--- src/rtl/jlsemi_util_clk_gate_ctrl.sv ---
// Auto clock-gating controller for the ADC capture path.
// Drives E/TE of the gating cell and flags when the gated clock is usable.
module jlsemi_util_clk_gate_ctrl #(
  parameter int IDLE_W   = 8,
  parameter int WAKE_CYC = 2,
  parameter int CNT_W    = 16
) (
  input  logic              clk,
  input  logic              rst_n,
  input  logic              auto_en,
  input  logic              force_on,
  input  logic              busy,
  input  logic              wake_req,
  input  logic              scan_mode,
  input  logic [IDLE_W-1:0] cfg_idle_thr,
  input  logic              cnt_clr,
  output logic              gate_en,
  output logic              gate_te,
  output logic              clk_ready,
  output logic [CNT_W-1:0]  wake_cnt
);

  localparam int TMR_W =
    (WAKE_CYC > 1) ? $clog2(WAKE_CYC) : 1;

  localparam logic [1:0] ST_ON   = 2'd0;
  localparam logic [1:0] ST_OFF  = 2'd1;
  localparam logic [1:0] ST_WAKE = 2'd2;

  localparam logic [TMR_W-1:0] TMR_LAST =
    TMR_W'(WAKE_CYC - 1);

  logic [1:0]        state;
  logic [1:0]        state_nxt;
  logic [IDLE_W-1:0] idle_cnt;
  logic [IDLE_W-1:0] idle_cnt_nxt;
  logic [IDLE_W:0]   idle_inc;
  logic [TMR_W-1:0]  wake_tmr;
  logic [TMR_W-1:0]  wake_tmr_nxt;
  logic              gate_en_nxt;
  logic              clk_ready_nxt;
  logic              active;
  logic              idle_hit;
  logic              wake_go;
  logic              wake_done;

  assign active = busy | wake_req | force_on | ~auto_en
                | (cfg_idle_thr == '0);

  // widened so idle_cnt+1 cannot wrap before the compare
  assign idle_inc = {1'b0, idle_cnt}
                  + {{IDLE_W{1'b0}}, 1'b1};
  assign idle_hit = idle_inc >= {1'b0, cfg_idle_thr};

  assign wake_go   = (state == ST_OFF) & active;
  assign wake_done = (state == ST_WAKE)
                   & (wake_tmr == TMR_LAST);

  assign gate_te = scan_mode;

  always_comb begin
    state_nxt     = state;
    idle_cnt_nxt  = idle_cnt;
    wake_tmr_nxt  = wake_tmr;
    gate_en_nxt   = gate_en;
    clk_ready_nxt = clk_ready;
    unique case (state)
      ST_ON: begin
        gate_en_nxt   = 1'b1;
        clk_ready_nxt = 1'b1;
        if (active) begin
          idle_cnt_nxt = '0;
        end else if (idle_hit) begin
          state_nxt     = ST_OFF;
          idle_cnt_nxt  = '0;
          gate_en_nxt   = 1'b0;
          clk_ready_nxt = 1'b0;
        end else if (idle_cnt != '1) begin
          idle_cnt_nxt = idle_inc[IDLE_W-1:0];
        end
      end
      ST_OFF: begin
        gate_en_nxt   = 1'b0;
        clk_ready_nxt = 1'b0;
        if (active) begin
          state_nxt    = ST_WAKE;
          wake_tmr_nxt = '0;
          gate_en_nxt  = 1'b1;
        end
      end
      ST_WAKE: begin
        gate_en_nxt   = 1'b1;
        clk_ready_nxt = 1'b0;
        if (wake_done) begin
          state_nxt     = ST_ON;
          wake_tmr_nxt  = '0;
          idle_cnt_nxt  = '0;
          clk_ready_nxt = 1'b1;
        end else begin
          wake_tmr_nxt = wake_tmr + 1'b1;
        end
      end
      default: begin
        state_nxt     = ST_ON;
        idle_cnt_nxt  = '0;
        wake_tmr_nxt  = '0;
        gate_en_nxt   = 1'b1;
        clk_ready_nxt = 1'b1;
      end
    endcase
  end

  // reset lands in ON: a running clock is the safe default
  always_ff @(posedge clk or negedge rst_n) begin
    if (!rst_n) begin
      state     <= ST_ON;
      idle_cnt  <= '0;
      wake_tmr  <= '0;
      gate_en   <= 1'b1;
      clk_ready <= 1'b1;
    end else begin
      state     <= state_nxt;
      idle_cnt  <= idle_cnt_nxt;
      wake_tmr  <= wake_tmr_nxt;
      gate_en   <= gate_en_nxt;
      clk_ready <= clk_ready_nxt;
    end
  end

  always_ff @(posedge clk or negedge rst_n) begin
    if (!rst_n) begin
      wake_cnt <= '0;
    end else if (cnt_clr) begin
      wake_cnt <= '0;
    end else if (wake_go && wake_cnt != '1) begin
      wake_cnt <= wake_cnt + 1'b1;
    end
  end

endmodule

--- config.mk ---
export PLATFORM = sky130hd
export DESIGN_NAME = jlsemi_util_clk_gate_ctrl
export DESIGN_NICKNAME = d
export VERILOG_FILES = /design/src/rtl/jlsemi_util_clk_gate_ctrl.sv
export SDC_FILE = /design/constraint.sdc
export NUM_CORES = 1
export LEC_CHECK = 0
export CORE_AREA = 2 2 56 71
export DETAILED_ROUTE_END_ITERATION = 12
export DIE_AREA = 0 0 58 73
export PLACE_DENSITY = 0.78
export SLEW_MARGIN = 20
export SYNTH_ARGS = -nofsm -noshare
export SYNTH_HDL_FRONTEND = slang
export SYNTH_SLANG_ARGS = --single-unit
export TNS_END_PERCENT = 1
--- constraint.sdc ---
create_clock -name clk -period 3.1 [get_ports clk]
set_input_delay 0.93 -clock clk [delete_from_list [all_inputs] [get_ports clk]]
set_output_delay 0.93 -clock clk [all_outputs]
set_load 0.02 [all_outputs]
# --- Yosys cells after proc, flatten, opt, wreduce, memory -nomap -nowiden ---
# Index checks and enable logic that the tools add are counted.
op_classes:
  add_sub_neg: 3
  magnitude_cmp: 1
  n_eq_ne: 9
  muxes: 21
  n_bitwise: 9
  reduce_logical: 7
op_table:
  columns: ["op", "count"]
  rows:
  - ["$mux 16", 2]
  - ["$mux 8", 4]
  - ["$pmux 8 s3", 1]
  - ["$add 16x1->16 const B", 1]
  - ["$ne 16x16->1 const B", 1]
  - ["$add 8x1->9 const B", 1]
  - ["$ge 9x8->1", 1]
  - ["$logic_not 8->1", 1]
  - ["$mux 2", 4]
  - ["$ne 2x2->1 const B", 4]
  - ["$ne 8x8->1 const B", 1]
  - ["$mux 1", 6]
  - ["$pmux 1 s3", 2]
  - ["$pmux 2 s3", 1]
  - ["$ne 4x4->1 const B", 1]
  - ["$or 1x1->1", 4]
  - ["$reduce_and 4->1", 1]
  - ["$not 1->1", 3]
  - ["$reduce_and 3->1", 1]
  - ["$and 1x1->1", 2]
  - ["$eq 2x1->1 const B", 1]
  - ["$eq 2x2->1 const B", 1]
  - ["$logic_not 2->1", 1]
  - ["$pmux 1 s2", 1]
  - ["other kinds (4)", 4]
word_totals:
  register_bits: 29
  input_bits: 16
  out_inout_bits: 19

# --- Longest topological paths before layout ---
# Gate-level depths: netlist of the first run.
depth:
  depth_word: 8
  mapped_depth: 10

# --- Least setup slack after synthesis of the first run ---
# OpenSTA, ideal clock, no wires.
synth_timing:
  path_type: "register to register"
  start: "reg idle_cnt[0]"
  end: "reg idle_cnt[2]"
  setup_ns: 0.084
  arrival_ns: 2.781
  setup_slack_ns: 0.235
  path_stages_with_launch: 11
  path_buffers: 0
  synth_period_minus_slack_ns: 2.865
  path_cell_list: "dfrtp_1 -> ha_1 -> nand4_1 -> or3_1 -> nand2_1 -> ha_1 -> and3_1 -> and3_1 -> a2111oi_2 -> nand2_1 -> o22ai_1"
synth_via:
  elab_chain_cells: 5
  elab_cells_between_ends: 9
  classes_between: "1 x add/sub; 1 x order compare; 2 x eq/ne; 4 x mux; 1 x reduce/logical"
synth_lines:
  columns: ["element", "line", "rtl"]
  rows:
  - ["from (decl)", "35", "logic [IDLE_W-1:0] idle_cnt;"]
  - ["from (signal assigned)", "123", "idle_cnt <= idle_cnt_nxt;"]
  - ["$add 8x1->9", "52", "+ {{IDLE_W{1'b0}}, 1'b1};"]
  - ["$ge 9x8->1 / $mux 8 (equally long branches)", "53, 78", null]
  - ["$mux 8", "73", "end else if (idle_hit) begin"]
  - ["$mux 8", "71", "if (active) begin"]
  - ["$pmux 8 s3", "67", "unique case (state)"]
# Parallel ways exist; a longest one is shown, timed or not. The select of a mux whose other input is x is not followed.
# A chain may end at the register's enable or synchronous reset.

# --- Final worst setup path of the first run ---
layout_timing:
  start: "reg idle_cnt[1]"
  end: "reg idle_cnt[5]"
# The elaborated chain is that of the path after synthesis.

==> results by stage, run 1 <==
Setup path:
- The most critical setup path has its endpoint at idle_cnt[5].
- The kind of start point of the critical path is a flop.
- The signal on the critical path passes through ha_1, nand4_1, or3_1, nand2_1, ha_1, and3_1, and3_1, a2111oi_2, buf_4, a31oi_1, o22ai_1.
- The family with the most delay on the worst path is simple AND/OR/NAND/NOR gates.
- The required arrival time at the worst endpoint is 3.30 ns.
- By startpoint and endpoint, the worst setup path is classified as reg2reg.
- The logic depth of the worst register-to-register path is 11.
- The endpoint arrival time on the critical path is 3.06 ns.
- The endpoint of the lowest-slack register-to-register path is idle_cnt[5].
- The capturing element type of the critical path is a flop.
- Of all nets on the critical path, the largest fanout is 7.
- For this run, the slowest stage of the critical path takes 0.43 ns.
- The cell with the largest stage delay on the worst path is sky130_fd_sc_hd__dfrtp_1.
- The buffering stage count on the worst path with inverters included is 1.
- The startpoint identified for the worst register-to-register timing path is idle_cnt[1].
- The register-to-register setup slack is 0.24 ns.
- Counting buffers and inverters, the worst setup path is 11 cells deep.
- The critical path starts at idle_cnt[1].

Logic synthesis:
- Yosys printed 0 warnings.
- The count of different cell masters after synthesis is 37.
- For this run, the register share of the synthesized area comes to 42.0%.
- The post-synthesis instance area is 1730 µm².
- The biggest area consumer among synthesized cells is sky130_fd_sc_hd__dfrtp_1.
- The number of nets handed over by synthesis was 215.
- The number of synthesized flops with an enable pin is 0.
- By area, the combinational part of the netlist is dominated by simple AND/OR/NAND/NOR gates.
- The area fraction in compound gates after synthesis is 19.8%.
- The mean post-synth cell area is 9.17 µm².
- Counting flops with an async set or reset pin after synthesis yields a share of 100%.
- The synthesized netlist devotes 7.22% of its cell area to adder and majority cells.
- The basic-gate share of the synthesized area counting and, or, nand and nor cells is 21.7%.
- By area the synthesized netlist is led by sky130_fd_sc_hd__dfrtp_1 (39%), sky130_fd_sc_hd__ha_1 (7.2%), sky130_fd_sc_hd__a21oi_1 (4.6%).
- The synthesized design contains 29 register bits.
- After synthesis, the share of cell area in mux cells is 0.578%.
- The share of synthesized area in the top cell type comes to 39.0%.
- The xor/xnor cell area share of the yosys netlist is 3.54%.
- The most used flip-flop cell after synthesis is sky130_fd_sc_hd__dfrtp_1.
- Synthesis produced 189 cells.

Worst hold path:
- The min-delay analysis places its worst path in the category reg2reg.
- Along the worst hold path, the cell count comes to 1.

CTS:
- The tree built by TritonCTS fans out to 29 sinks.
- After clock tree synthesis, the clock-pin slew on the worst setup and hold paths is 0.06 ns.
- Clock tree synthesis selected as its root buffer the cell sky130_fd_sc_hd__clkbuf_8.
- The number of buffers added to fix hold violations after cts is 0.
- The clock insertion delay at the later pin of the skew report is 0.29 ns.
- TritonCTS built the clock tree.
- The H-tree generated during clock tree synthesis spans 2 levels.
- The post-CTS repair timing setup buffer count is 0.
- Counting the buffers created by CTS gives 5.
- Counting along the longest clock path gives a buffer depth of 2.

Drt:
- Wires add up to 3960 µm.
- The first-iteration detailed-routing DRC count is 46.
- The routed layout has 1637 vias.
- The number of nets with antenna violations after routing is 0.
- Before antenna repair, the detailed router went through 4 iterations.
- After detailed routing, the average wire length per cell comes to 14.6 µm.
- For this run, design rule violations remaining after detail routing come to 0.
- The number of vias per cell after detailed routing is 6.04.

Floorplan:
- The initial utilization of the core area, before any placement, comes to 47.8%.
- The floorplan step set the die width to 58 µm.
- For this design the top-level I/O count stands at 35.
- The core region is 3630 µm².
- Row generation in the floorplan step produced 25 rows.
- The floorplan step defined a die boundary enclosing 4230 µm².
- The die outline height is 73 µm.

Timing:
- Setup repair after global routing left no endpoint under its margin.
- The achievable frequency is 350 MHz.
- The number of pins exceeding their max-slew limit in the final report was 0.
- The final worst clock skew is 0.00606 ns.
- Hold is met by 0.549 ns.
- The number of failing hold endpoints at the final stage came to 0.
- For the pin with the worst max-slew slack, the measured transition is 0.671 ns.
- For the finished layout, the period the worst path requires is 2.86 ns.
- The worst pin sits at a relative slew slack of 55.0%.
- The portion of the clock cycle consumed by the worst path in the final layout is 92.2%.
- The total setup violations reported at the end of the flow is 0.

Placement:
- The count of input and output buffers is 32.
- The HPWL after detailed placement is 2820 µm.
- Counting tap cells, the placed design contains a total of 263 instances.
- The placer's final routability congestion estimate is 0.793.

Finish:
- The filler-free cell count of the finished design is 271.
- Cells with a size suffix above 1 make up 9.52% of the layout.
- 0 antenna diodes ended up in the layout.
- The library cells used most frequently in the layout, excluding fill and tap cells, are sky130_fd_sc_hd__clkdlybuf4s50_1 (32), sky130_fd_sc_hd__dfrtp_1 (26), sky130_fd_sc_hd__nand2_1 (17), sky130_fd_sc_hd__inv_1 (16), sky130_fd_sc_hd__a21oi_1 (16).
- The net count reported at finish is 256.
- After filler insertion, the fill cell instance count of the layout stands at 325.
- In the final layout, flip-flops and latches occupy 729 µm².
- The area growth from synthesis to layout is 28.2%.
- Summing all multi-input logic gate instances after layout gives 921 µm².
- Once layout is complete, the utilization of the core stands at 61.2%.
- The commonest non-fill, non-tap cell in the layout is sky130_fd_sc_hd__clkdlybuf4s50_1.

Pwr:
- For this design the static power due to leakage is 0.930 nW.
- Power spread over the standard cell area amounts to 341 nW/µm².
- IR analysis of the VDD net gives a maximum drop of 0.000285 V.

Global route:
- The remaining global-route overflow is 0.
- The first global-routing pass estimated 6960 µm of wire.
- The total track usage is 21.6%.
- The initial antenna violation count is 0.
- The via count of the first global-routing pass is 1594.
- The maximum number of pins on one net before global-route repair is 30.

Run status:
- The flow ran to the end, and the final reports show no timing, DRC or antenna violations.

Flow run:
- Max-cap violations in this run came to 0.
## power breakdown
| part | total (W) | switching, W | internal (W) |
|---|---|---|---|
| combinational | 0.0000603 | 0.0000298 | 0.0000305 |
| sequential | 0.000394 | 0.00000769 | 0.000386 |
| clock | 0.000302 | 0.000143 | 0.000159 |
## cell type report
class                   instances  share of cell area [%]
flip-flops and latches         29                    32.8
multi-input cells             138                    41.5
clock buffers                   8                    3.61
well taps                      40                    2.25
inverters                      16                    2.70
repair buffers                 40                    17.1
## metal layers
| metal | vias up | share of wire, % | global-route usage [%] |
|---|---|---|---|
| li1 | 785 | - | - |
| met5 | - | 0 | 0 |
| met2 | 42 | 52 | 35.6 |
| met4 | 0 | 2.2 | 14.5 |
| met1 | 804 | 42 | 24.6 |
| met3 | 6 | 3.7 | 4.96 |
## what timing repair did
item / 4_1_cts / 5_1_grt
hold endpoints to repair: 0 / 0
gates resized for setup: 0 / 2
setup endpoints to repair: 0 / 3
## cells in the mapped netlist, types with 5 or more instances
cell type                 instances
sky130_fd_sc_hd__dfrtp_1         27
sky130_fd_sc_hd__or4_1            6
sky130_fd_sc_hd__ha_1            10
sky130_fd_sc_hd__nor2_1           7
sky130_fd_sc_hd__o31ai_1          5
sky130_fd_sc_hd__nand3_1         13
sky130_fd_sc_hd__o21ai_0          7
sky130_fd_sc_hd__nand4_1          6
sky130_fd_sc_hd__nand2_1         17
sky130_fd_sc_hd__inv_1           16
sky130_fd_sc_hd__or3_1            9
sky130_fd_sc_hd__o21ai_1          6
sky130_fd_sc_hd__a21oi_1         16
## worst min path at each step
| stage | slack (ns) | start | to |
|---|---|---|---|
| finish | 0.55 | idle_cnt[7] | idle_cnt[7] |
| global route | 0.58 | idle_cnt[7] | idle_cnt[7] |
| CTS | 0.55 | idle_cnt[7] | idle_cnt[7] |
| detailed placement | 0.54 | wake_tmr | wake_tmr |
| global placement | 0.51 | wake_tmr | wake_tmr |
| floorplan | 0.48 | state[0] | gate_en |
## worst register-to-register path: stages, from the launching register on
cell and delay [ns]:
sky130_fd_sc_hd__dfrtp_1 0.43, sky130_fd_sc_hd__ha_1 0.21, sky130_fd_sc_hd__nand4_1 0.16, sky130_fd_sc_hd__or3_1 0.36, sky130_fd_sc_hd__nand2_1 0.10, sky130_fd_sc_hd__ha_1 0.24, sky130_fd_sc_hd__and3_1 0.18, sky130_fd_sc_hd__and3_1 0.20
sky130_fd_sc_hd__a2111oi_2 0.42, sky130_fd_sc_hd__buf_4 0.22, sky130_fd_sc_hd__a31oi_1 0.09, sky130_fd_sc_hd__o22ai_1 0.17
## cells by family after synthesis
logic type               Yosys count
AND/OR/NAND/NOR                   68
multiplexers                       1
adder cells (fa/ha/maj)           10
buffers and inverters             22
XOR/XNOR                           7
flip-flops                        29
AO/OA/AOI/OAI                     52
## through the flow
stage	power [W]	setup TNS (ns)	instance area, µm²	worst slack [ns]
after CTS	0.000764	0	2210	0.221
after floorplan	0.000426	0	1730	0.235
after global placement	0.000457	-0.00787	2130	-0.00787
after detailed placement	0.000461	-0.0715	2130	-0.0327
after global routing	0.000788	0	2220	0.0143
final	0.000756	0	2220	0.243
## registers in the layout, summed over array words and instances (netlist names)
name and flops:
idle_cnt 8, clk_ready 1, state 2, gate_en 1, wake_cnt 16, wake_tmr 1
Power figures use the tool's default switching activity.
==> run 2, diff against run 1 <==
--- a/config.mk
+++ b/config.mk
@@ -5,10 +5,11 @@
 export SDC_FILE = /design/constraint.sdc
 export NUM_CORES = 1
 export LEC_CHECK = 0
-export CORE_AREA = 2 2 56 71
+export CAP_MARGIN = 20
+export CORE_AREA = 2 2 59 67
 export DETAILED_ROUTE_END_ITERATION = 12
-export DIE_AREA = 0 0 58 73
-export PLACE_DENSITY = 0.78
+export DIE_AREA = 0 0 61 69
+export PLACE_DENSITY = 0.79
 export SLEW_MARGIN = 20
 export SYNTH_ARGS = -nofsm -noshare
 export SYNTH_HDL_FRONTEND = slang
==> results by stage, run 2 (synthesized netlist as in run 1, its figures left out) <==
Floorplan:
- The floorplan step defined a core boundary enclosing 3540 µm².
- Row generation in the floorplan step produced 23 rows.
- The die outline height is 69 µm.
- The floorplan step set the die width to 61 µm.
- In this run the count of I/O pins placed on the die edge is 35.
- The die covers 4210 µm².
- Once the floorplan was initialized, standard cells occupied 49.0% of the core.

Timing:
- For the pin with the worst max-slew slack, the measured transition is 0.601 ns.
- The number of pins exceeding their max-slew limit in the final report came to 0.
- Setup repair after global routing left no endpoint under its margin.
- The portion of the clock cycle consumed by the worst path in the final layout is 90.8%.
- The total setup violations reported at the end of the flow is 0.
- In the post-route analysis, the smallest setup slack over all paths is 0.285 ns.
- The worst pin sits at a relative slew slack of 59.7%.
- The achievable frequency is 355 MHz.
- The final worst clock skew is 0.00675 ns.
- The number of failing hold endpoints at the final stage is 0.
- The time the final worst path needs with I/O delays and setup is 2.81 ns.

CTS:
- The number of buffers added to fix hold violations after cts is 0.
- The count of H-tree levels built during CTS is 2.
- Clock-pin slew was measured on the worst setup and hold paths at 0.06 ns.
- Post-CTS timing repair inserted 0 buffers for setup.
- The clock insertion delay at the later pin of the skew report is 0.28 ns.
- The cell sitting at the root of the clock tree is a sky130_fd_sc_hd__clkbuf_8.
- The tree built by TritonCTS fans out to 29 sinks.
- The maximum number of buffers from clock root to sink is 2.
- The number of clock buffers inserted by TritonCTS is 5.
- The CTS tree is built.
- Post-CTS repair changed the size of 0 cells.

Finish:
- The net count reported at finish is 256.
- The register containing the most flip-flops in the final layout is wake_cnt.
- The register with the most flip-flops in the layout has 16 of them.
- The library cell used most frequently in the layout, excluding fill and tap cells, is sky130_fd_sc_hd__clkdlybuf4s50_1.
- Leaving out fill and tap cells, the most frequent cells in the layout are sky130_fd_sc_hd__clkdlybuf4s50_1 (32), sky130_fd_sc_hd__dfrtp_1 (27), sky130_fd_sc_hd__nand2_1 (17), sky130_fd_sc_hd__inv_1 (16), sky130_fd_sc_hd__a21oi_1 (16).
- The area growth from synthesis to layout is 29.1%.
- The largest registers in the layout are wake_cnt x16, idle_cnt x8, state x2.
- The antenna diode count is 0.
- The post-layout instance area is 2240 µm².
- The number of filler instances in the final layout is 308.
- The fraction of layout cells with a size suffix above 1 is 9.09%.

Setup path:
- The capturing element type of the critical path is a flop.
- The register-to-register setup slack is 0.29 ns.
- The worst setup path is of the reg2reg kind.
- The end point of the critical path is idle_cnt[6].
- The startpoint identified for the worst register-to-register timing path is idle_cnt[2].
- The worst register-to-register path has a depth of 11.
- The kind of start point of the critical path is a flop.
- The endpoint identified for the worst register-to-register timing path is idle_cnt[6].
- The endpoint arrival time on the critical path is 3.01 ns.
- The peak fanout along the critical path is 7.
- Tracing the worst setup path back leads to its startpoint at idle_cnt[2].
- The required arrival time at the worst endpoint is 3.30 ns.

Global route:
- Global routing finished with a remaining overflow of 0.
- The total track usage is 19.4%.
- The global-route wire length before repair is 6180 µm.
- The via count of the first global-routing pass came to 1420.
- Entering global routing, the biggest net connects 30 pins.
- The initial antenna violation count is 0.

Pwr:
- The proportion of power drawn by flip-flops and latches is 51.2%.
- IR analysis of the VDD net gives a maximum drop of 0.000228 V.
- The internal cell power is 0.000597 W.
- The clock network accounts for 41.3% of the total power.
- The leakage power summed over all cells is 0.938 nW.
- In this run switching power makes up 22.1% of total power.
- The power density over the cells is 343 nW/µm².
- Per report_power, the combinational group accounts for 7.6% of the total.
- After layout, the design draws a total of 0.000767 W.
- The net switching power of the design is 0.000170 W.

Placement:
- The placement-stage worst setup slack is -0.0311 ns.
- The placed cell area is 2150 µm².
- Routability-driven placement finished with a final weighted congestion of 0.816.
- Detailed placement finished with a half-perimeter wire length of 2690 µm.
- In this run the tool buffered the top-level ports with 32 buffer cells.

Drt:
- The number of nets with antenna violations after routing is 0.
- The first-iteration detailed-routing DRC count is 71.
- The wire length per cell is 12.7 µm.
- The via count is 1579.
- The post-detailed-route DRC marker count is 0.
- The first-pass detailed-route iteration total is 4.
- Using the TritonRoute via totals, the vias-per-cell ratio works out to 5.62.
- The final routed wirelength across all metal layers is 3570 µm.

Run status:
- The flow ran to the end, and the final reports show no timing, DRC or antenna violations.

Flow run:
- The tool flagged a number of max-cap violations equal to 0.

Worst hold path:
- The tightest min-delay check is of the reg2reg type.
[run 2: area by class of cell]
class                      instances  area (µm²)  share of cell area [%]
clock buffer                       8        90.1                    4.03
tap                               50        62.6                    2.80
sequential                        29         728                    32.6
multi-input combinational        138         916                    40.9
inverter                          16        60.1                    2.68
timing repair buffer              40         380                    17.0
[run 2: stage by stage]
step	setup TNS [ns]	utilization, %	instances	hold slack, ns
floorplan	0	-	189	0.481
global placement	0	60.7	273	0.518
detailed placement	-0.0926	60.7	273	0.520
CTS	0	63.2	281	0.533
global route	0	63.2	281	0.581
finish	0	63.2	281	0.531
[run 2: power by group through the flow]
| stage | registers [W] | clock network [W] | logic (W) |
|---|---|---|---|
| 3_5_place_dp | 0.000399 | 0 | 0.0000592 |
| 5_1_grt | 0.000394 | 0.000343 | 0.0000668 |
| 2_1_floorplan | 0.000398 | 0 | 0.0000274 |
| 3_3_place_gp | 0.000399 | 0 | 0.0000583 |
| 6_report | 0.000392 | 0.000316 | 0.0000581 |
| 4_1_cts | 0.000392 | 0.000327 | 0.0000595 |
[run 2: routing by layer]
| metal | GRT usage, % | wire [µm] |
|---|---|---|
| met1 | 24.6 | 1560 |
| met5 | 0 | 0 |
| met3 | 4.69 | 152 |
| met2 | 29.3 | 1740 |
| met4 | 11.1 | 127 |
[run 2: critical path, stage by stage (launching register included)]
cell and delay, ns:
sky130_fd_sc_hd__dfrtp_1 0.42, sky130_fd_sc_hd__and3_1 0.23, sky130_fd_sc_hd__nand3_1 0.13, sky130_fd_sc_hd__nor3_1 0.20, sky130_fd_sc_hd__xor2_1 0.22, sky130_fd_sc_hd__ha_1 0.27, sky130_fd_sc_hd__and3_1 0.19, sky130_fd_sc_hd__and3_1 0.20
sky130_fd_sc_hd__a2111oi_2 0.40, sky130_fd_sc_hd__buf_4 0.21, sky130_fd_sc_hd__a31oi_1 0.09, sky130_fd_sc_hd__o22ai_1 0.16
[run 2: how the worst min path moves through the flow]
| stage | start | to | slack, ns | depth (start not counted) |
|---|---|---|---|---|
| 2_1_floorplan | state[0] | gate_en | 0.48 | 1 |
| 3_3_place_gp | wake_tmr | wake_tmr | 0.52 | 2 |
| 3_5_place_dp | wake_tmr | wake_tmr | 0.52 | 2 |
| 4_1_cts | wake_tmr | wake_tmr | 0.53 | 2 |
| 5_1_grt | state[0] | gate_en | 0.58 | 1 |
| 6_report | wake_tmr | wake_tmr | 0.53 | 2 |
